File: src/rtl/axi_copy_engine.sv
// AXI4 block-copy manager: reads INCR bursts into a local beat buffer, then
// writes each burst to the destination, never crossing a 4 KB boundary.
module axi_copy_engine #(
    parameter int DATA_WIDTH = 64,
    parameter int ADDR_WIDTH = 32,
    parameter int ID_WIDTH   = 8,
    parameter int MAX_BURST  = 16
) (
    input  logic                    clk,
    input  logic                    rst,
    input  logic                    start,
    input  logic [ADDR_WIDTH-1:0]   src_addr,
    input  logic [ADDR_WIDTH-1:0]   dst_addr,
    input  logic [15:0]             len_beats,
    output logic                    busy,
    output logic                    done,
    output logic                    error,
    output logic [ID_WIDTH-1:0]     m_axi_arid,
    output logic [ADDR_WIDTH-1:0]   m_axi_araddr,
    output logic [7:0]              m_axi_arlen,
    output logic [2:0]              m_axi_arsize,
    output logic [1:0]              m_axi_arburst,
    output logic                    m_axi_arlock,
    output logic [3:0]              m_axi_arcache,
    output logic [2:0]              m_axi_arprot,
    output logic                    m_axi_arvalid,
    input  logic                    m_axi_arready,
    input  logic [ID_WIDTH-1:0]     m_axi_rid,
    input  logic [DATA_WIDTH-1:0]   m_axi_rdata,
    input  logic [1:0]              m_axi_rresp,
    input  logic                    m_axi_rlast,
    input  logic                    m_axi_rvalid,
    output logic                    m_axi_rready,
    output logic [ID_WIDTH-1:0]     m_axi_awid,
    output logic [ADDR_WIDTH-1:0]   m_axi_awaddr,
    output logic [7:0]              m_axi_awlen,
    output logic [2:0]              m_axi_awsize,
    output logic [1:0]              m_axi_awburst,
    output logic                    m_axi_awlock,
    output logic [3:0]              m_axi_awcache,
    output logic [2:0]              m_axi_awprot,
    output logic                    m_axi_awvalid,
    input  logic                    m_axi_awready,
    output logic [DATA_WIDTH-1:0]   m_axi_wdata,
    output logic [DATA_WIDTH/8-1:0] m_axi_wstrb,
    output logic                    m_axi_wlast,
    output logic                    m_axi_wvalid,
    input  logic                    m_axi_wready,
    input  logic [ID_WIDTH-1:0]     m_axi_bid,
    input  logic [1:0]              m_axi_bresp,
    input  logic                    m_axi_bvalid,
    output logic                    m_axi_bready
);
    localparam int BYTES = DATA_WIDTH / 8;
    localparam int SIZE  = $clog2(BYTES);
    localparam int BW    = $clog2(MAX_BURST);
    localparam int CW    = BW + 1;

    typedef enum logic [2:0] {S_IDLE, S_AR, S_R, S_AW, S_W, S_B, S_DONE} state_t;

    state_t                  r_state;
    logic [ADDR_WIDTH-1:0]   r_src, r_dst, r_araddr, r_awaddr;
    logic [15:0]             r_remaining;
    logic [CW-1:0]           r_n, r_beat, r_wbeat;
    logic [7:0]              r_arlen, r_awlen;
    logic                    r_busy, r_done, r_error;
    logic                    r_arvalid, r_rready, r_awvalid, r_wvalid, r_wlast, r_bready;
    logic [DATA_WIDTH-1:0]   r_wdata;
    logic [DATA_WIDTH-1:0]   r_buf [MAX_BURST];

    logic [12:0]             w_src_room, w_dst_room, w_src_beats, w_dst_beats;
    logic [16:0]             w_min;
    logic [CW-1:0]           w_beat_inc, w_wnext;
    logic [ADDR_WIDTH-1:0]   w_step;
    logic                    w_buf_we, w_unaligned, w_unused;

    assign w_src_room  = 13'h1000 - {1'b0, r_src[11:0]};
    assign w_dst_room  = 13'h1000 - {1'b0, r_dst[11:0]};
    assign w_src_beats = w_src_room >> SIZE;
    assign w_dst_beats = w_dst_room >> SIZE;
    assign w_beat_inc  = r_beat + CW'(1);
    assign w_wnext     = r_wbeat + CW'(1);
    assign w_step      = ADDR_WIDTH'(r_n) << SIZE;
    assign w_unaligned = (src_addr[SIZE-1:0] != '0) || (dst_addr[SIZE-1:0] != '0);
    assign w_buf_we    = (r_state == S_R) && m_axi_rvalid && (r_beat < CW'(MAX_BURST));
    assign w_unused    = ^{m_axi_rid, m_axi_bid};

    // Burst length: the tightest of remaining work, buffer depth and both 4 KB limits.
    always_comb begin
        w_min = {1'b0, r_remaining};
        if (17'(MAX_BURST) < w_min) w_min = 17'(MAX_BURST);
        if ({4'b0, w_src_beats} < w_min) w_min = {4'b0, w_src_beats};
        if ({4'b0, w_dst_beats} < w_min) w_min = {4'b0, w_dst_beats};
    end

    always_ff @(posedge clk) begin
        if (w_buf_we) r_buf[r_beat[BW-1:0]] <= m_axi_rdata;
    end

    always_ff @(posedge clk) begin
        if (rst) begin
            r_state     <= S_IDLE;
            r_src       <= '0;
            r_dst       <= '0;
            r_araddr    <= '0;
            r_awaddr    <= '0;
            r_remaining <= '0;
            r_n         <= '0;
            r_beat      <= '0;
            r_wbeat     <= '0;
            r_arlen     <= '0;
            r_awlen     <= '0;
            r_busy      <= 1'b0;
            r_done      <= 1'b0;
            r_error     <= 1'b0;
            r_arvalid   <= 1'b0;
            r_rready    <= 1'b0;
            r_awvalid   <= 1'b0;
            r_wvalid    <= 1'b0;
            r_wlast     <= 1'b0;
            r_wdata     <= '0;
            r_bready    <= 1'b0;
        end else begin
            r_done <= 1'b0;
            case (r_state)
                S_IDLE: begin
                    if (start) begin
                        r_busy  <= 1'b1;
                        r_error <= w_unaligned;
                        if (w_unaligned || len_beats == '0) begin
                            r_state <= S_DONE;
                        end else begin
                            r_src       <= src_addr;
                            r_dst       <= dst_addr;
                            r_remaining <= len_beats;
                            r_state     <= S_AR;
                        end
                    end
                end
                // First AR cycle loads the burst; valid then holds until arready.
                S_AR: begin
                    if (!r_arvalid) begin
                        r_arvalid <= 1'b1;
                        r_araddr  <= r_src;
                        r_arlen   <= 8'(w_min - 17'd1);
                        r_n       <= w_min[CW-1:0];
                    end else if (m_axi_arready) begin
                        r_arvalid <= 1'b0;
                        r_rready  <= 1'b1;
                        r_beat    <= '0;
                        r_state   <= S_R;
                    end
                end
                S_R: begin
                    if (m_axi_rvalid) begin
                        if (r_beat != CW'(MAX_BURST)) r_beat <= w_beat_inc;
                        if (m_axi_rresp != 2'b00) r_error <= 1'b1;
                        if (m_axi_rlast) begin
                            r_rready <= 1'b0;
                            if (m_axi_rresp != 2'b00 || r_error || w_beat_inc != r_n) begin
                                r_error <= 1'b1;
                                r_state <= S_DONE;
                            end else begin
                                r_state <= S_AW;
                            end
                        end
                    end
                end
                S_AW: begin
                    if (!r_awvalid) begin
                        r_awvalid <= 1'b1;
                        r_awaddr  <= r_dst;
                        r_awlen   <= 8'(r_n - CW'(1));
                    end else if (m_axi_awready) begin
                        r_awvalid <= 1'b0;
                        r_wvalid  <= 1'b1;
                        r_wdata   <= r_buf[0];
                        r_wlast   <= (r_n == CW'(1));
                        r_wbeat   <= '0;
                        r_state   <= S_W;
                    end
                end
                S_W: begin
                    if (m_axi_wready) begin
                        if (r_wlast) begin
                            r_wvalid <= 1'b0;
                            r_wlast  <= 1'b0;
                            r_bready <= 1'b1;
                            r_state  <= S_B;
                        end else begin
                            r_wbeat <= w_wnext;
                            r_wdata <= r_buf[w_wnext[BW-1:0]];
                            r_wlast <= (w_wnext == r_n - CW'(1));
                        end
                    end
                end
                S_B: begin
                    if (m_axi_bvalid) begin
                        r_bready <= 1'b0;
                        if (m_axi_bresp != 2'b00) begin
                            r_error <= 1'b1;
                            r_state <= S_DONE;
                        end else begin
                            r_src       <= r_src + w_step;
                            r_dst       <= r_dst + w_step;
                            r_remaining <= r_remaining - 16'(r_n);
                            r_state     <= (r_remaining == 16'(r_n)) ? S_DONE : S_AR;
                        end
                    end
                end
                S_DONE: begin
                    r_done  <= 1'b1;
                    r_busy  <= 1'b0;
                    r_state <= S_IDLE;
                end
                default: r_state <= S_IDLE;
            endcase
        end
    end

    assign busy          = r_busy;
    assign done          = r_done;
    assign error         = r_error;
    assign m_axi_arid    = '0;
    assign m_axi_araddr  = r_araddr;
    assign m_axi_arlen   = r_arlen;
    assign m_axi_arsize  = 3'(SIZE);
    assign m_axi_arburst = 2'b01;
    assign m_axi_arlock  = 1'b0;
    assign m_axi_arcache = 4'b0011;
    assign m_axi_arprot  = 3'b000;
    assign m_axi_arvalid = r_arvalid;
    assign m_axi_rready  = r_rready;
    assign m_axi_awid    = '0;
    assign m_axi_awaddr  = r_awaddr;
    assign m_axi_awlen   = r_awlen;
    assign m_axi_awsize  = 3'(SIZE);
    assign m_axi_awburst = 2'b01;
    assign m_axi_awlock  = 1'b0;
    assign m_axi_awcache = 4'b0011;
    assign m_axi_awprot  = 3'b000;
    assign m_axi_awvalid = r_awvalid;
    assign m_axi_wdata   = r_wdata;
    assign m_axi_wstrb   = '1;
    assign m_axi_wlast   = r_wlast;
    assign m_axi_wvalid  = r_wvalid;
    assign m_axi_bready  = r_bready;
endmodule

File: config.mk
export PLATFORM = sky130hd
export DESIGN_NAME = axi_copy_engine
export DESIGN_NICKNAME = d
export VERILOG_FILES = /design/src/rtl/axi_copy_engine.sv
export SDC_FILE = /design/constraint.sdc
export NUM_CORES = 2
export LEC_CHECK = 0
export ABC_CLOCK_PERIOD_IN_PS = 10400
export CORE_ASPECT_RATIO = 0.6
export CORE_MARGIN = 2
export CORE_UTILIZATION = 55
export DETAILED_ROUTE_END_ITERATION = 6
export PLACE_DENSITY = 0.75
export SYNTH_ARGS = -nofsm -noshare
export SYNTH_HDL_FRONTEND = slang
export SYNTH_SLANG_ARGS = --single-unit
File: constraint.sdc
create_clock -name clk -period 10.4 [get_ports clk]
set_input_delay 2.08 -clock clk [delete_from_list [all_inputs] [get_ports clk]]
set_output_delay 2.08 -clock clk [all_outputs]
set_load 0.02 [all_outputs]
==> impl_metrics.tcl <==
set metrics [dict create \
    status "completed" \
    die_h_um 242 \
    grt_pass1_wl_mm 190 \
    peakVddDrop_v 0.000191 \
    numCtsBuffers 106 \
    power_switching_mw 3.23 \
    async_flop_share_pct 0 \
    drt_iter0_markers 3365 \
    cts_root_buf "clkbuf_16" \
    wire_per_inst_um 26.7 \
    drtAntennaViolNets 0 \
    yosys.cell_types.count 82 \
    min_period_ns 6.72 \
    worst_pin_slew_ns 1.28 \
    first_pass_iters 6 \
    via_count 30400 \
    hold_class "reg2reg" \
    antenna_found_initial 13 \
    grt_busiest_layer "met1" \
    ys_warn_count 0 \
    cts_buffer_depth 3 \
    ctsHoldBuffers 0 \
    grt_use_met2_pct 39.5 \
    synth_top_area_share_pct 59.0 \
    syn-cell-area_mm2 0.0521 \
    port_buffers 309 \
    initial_core_util_pct 55.5 \
    grt_pass1_vias 28800 \
    core_area_mm2 0.0939 \
    gp_congestion 0.937 \
    grt_overflow 0 \
    worstSetupEndpointType "register" \
    drive_gt1_share_pct 16.4 \
    p_comb_share_pct 18.3 \
    synth_top_area_cell "edfxtp_1" \
    n_fill_cell 6457 \
    ioPinCount 376 \
    reg2reg_depth 21 \
    syn_to_final_growth_pct 15.1 \
    p_int_mw 8.81 \
    clock_latency_ns 0.73 \
    use_met3_pct 4.57 \
    switching_share_pct 26.9 \
    crit_path_max_fanout 12 \
    final_cell_mix "edfxtp_1, mux4_2, clkdlybuf4s50_1" \
    synth_edf_count 1024 \
    cap_viol_max_count 0 \
    drc 0 \
    fin_skew_ns 0.0276 \
    grtUsageMet1_pct 40.2 \
    htree_levels 3 \
    max_freq_ghz 0.149 \
    rsz0062_at_grt "false" \
    final_util_pct 63.9 \
    finalSetupTns_ns 0 \
    p_leak_nw 18.7 \
    power_frac_clock_pct 34.0 \
    syn_inst 3207 \
    slew_viol_final 0 \
    ctsResizeCount 0 \
    yosysSeqAreaShare_pct 68.5 \
    clock-sinks 1273 \
    ff2ff_setup_slack_ns 3.68 \
    seqCellArea_mm2 0.0357 \
    start_kind "register" \
    yosys_register_bits 1273 \
    setup_violations 0 \
    power_density_mw_per_mm2 201 \
    path_buf_inv 0 \
    path_clk_slew_ns 0.07 \
    power_frac_seq_pct 47.7 \
    grtUsageTotal_pct 26.2 \
    synthFlopType "edfxtp_1" \
    fin_crit_sh_pct 64.6 \
    final_common_cell "edfxtp_1" \
    grt_max_degree 159 \
    crit_required_ns 11.02 \
    finalHoldViolCount 0 \
    hold_depth 2 \
    worstPathCellList "or4_4 > nor4_4 > nand2_1 > o21ai_1 > nor2b_1 > ha_1 > a211oi_1 > o211ai_1 > o21a_1 > nor2_1 > nand2_1 > ha_1 > a21o_1 > a21oi_1 > nor2b_1 > a2111o_1 > a22oi_1 > o21ai_2 > nor2_2 > o21ai_1 > a311oi_1" \
    avgViaCountPerCell 6.30 \
    die_x_um 401 \
    multi_input_area_mm2 0.0155 \
    worstPathArrival_ns 7.34 \
    cp_slowest_cell "or4_4" \
    dieArea_mm2 0.0973 \
    nets 3687 \
    drt-total-wl_mm 129 \
    slowest_delay_ns 0.63 \
    cts_setup_buffers 0 \
    hold_ws_ns 0.455 \
    cts_tree "built" \
    synth_area_leaders "edfxtp_1, mux4_2, dfxtp_1" \
    crit_type "reg2reg" \
    path_depth 21 \
    critical-path-top-delay-family "simple AND/OR/NAND/NOR gates" \
    relSlewSlack_pct 13.7 \
    row_count 87 \
    syn_area_per_cell_um2 16.3 \
    dp_hpwl_mm 71.7 \
]
synth_stat cells, drive strengths merged, types with 39 or more instances:
cell and n:
edfxtp 1024, a211oi 111, nor3 45, nand2 261, clkbuf 155, ha 39, o21ai 79, dfxtp 249
buf 96, mux2i 73, nor2 223, mux4 320, a21oi 165
layout make-up:
class	count	share of cell area, %
Clock buffer	130	4.66
Inverter	31	0.198
Antenna cell	8	0.0334
Timing Repair Buffer	355	5.80
Tap cell	1246	2.60
Sequential cell	1273	59.6
Clock inverter	70	1.26
Multi-Input combinational cell	1705	25.9
sequential cells by signal, summed over array words and instances (netlist names), 3 cells and up:
register and flops:
m_axi_araddr 32, r_src 32, m_axi_awlen 6, m_axi_wdata 64
r_beat 5, m_axi_arlen 8, r_n 5, r_dst 32
r_remaining 16, r_buf 1024, r_wbeat 5, m_axi_awaddr 32
r_state 3
metrics by stage:
step	total power [mW]	cells	setup slack, ns	instance area, um2
finish	12.0	4818	3.68	60000
global route	12.5	4816	3.35	60000
CTS	12.1	4810	3.86	60000
detailed placement	8.03	4610	3.90	56400
global placement	7.99	4610	4.19	56400
floorplan	7.34	3260	2.85	52300
cells by family after synthesis:
group	Yosys count	synth area share, %
flops	1273	68.5
simple gates	680	5.94
mux	393	15.2
fa+ha+maj	42	1.05
other cells	2	0.0144
compound gates	494	6.09
xor+xnor	41	0.703
buf+inv	282	2.43
power groups by stage:
stage               Clock [mW]  Combinational, mW  Sequential [mW]
floorplan                    0               1.46             5.88
global placement             0               2.15             5.85
detailed placement           0               2.18             5.85
CTS                       4.16               2.19             5.74
global route              4.35               2.35             5.75
finish                    4.09               2.20             5.74
routing by layer:
layer	vias to the layer above	wire, um
li1	13100	-
met1	15700	55500
met2	1375	60000
met3	163	10700
met4	10	2280
met5	-	65
worst reg2reg max path, cell delays in order (launching register included):
cell and delay [ns]:
dfxtp_1 0.37, or4_4 0.63, nor4_4 0.22, nand2_1 0.17
o21ai_1 0.14, nor2b_1 0.25, ha_1 0.31, a211oi_1 0.26
o211ai_1 0.20, o21a_1 0.27, nor2_1 0.62, nand2_1 0.35
ha_1 0.40, a21o_1 0.19, a21oi_1 0.16, nor2b_1 0.09
a2111o_1 0.39, a22oi_1 0.26, o21ai_2 0.25, nor2_2 0.55
o21ai_1 0.24, a311oi_1 0.32
worst paths after layout:
path	end	start
max	m_axi_arlen[2]	r_src[0]
min	m_axi_awaddr[31]	m_axi_awaddr[31]
max reg2reg	m_axi_arlen[2]	r_src[0]
min reg2reg	m_axi_awaddr[31]	m_axi_awaddr[31]
Note: power is estimated with default switching activity, not from simulation.
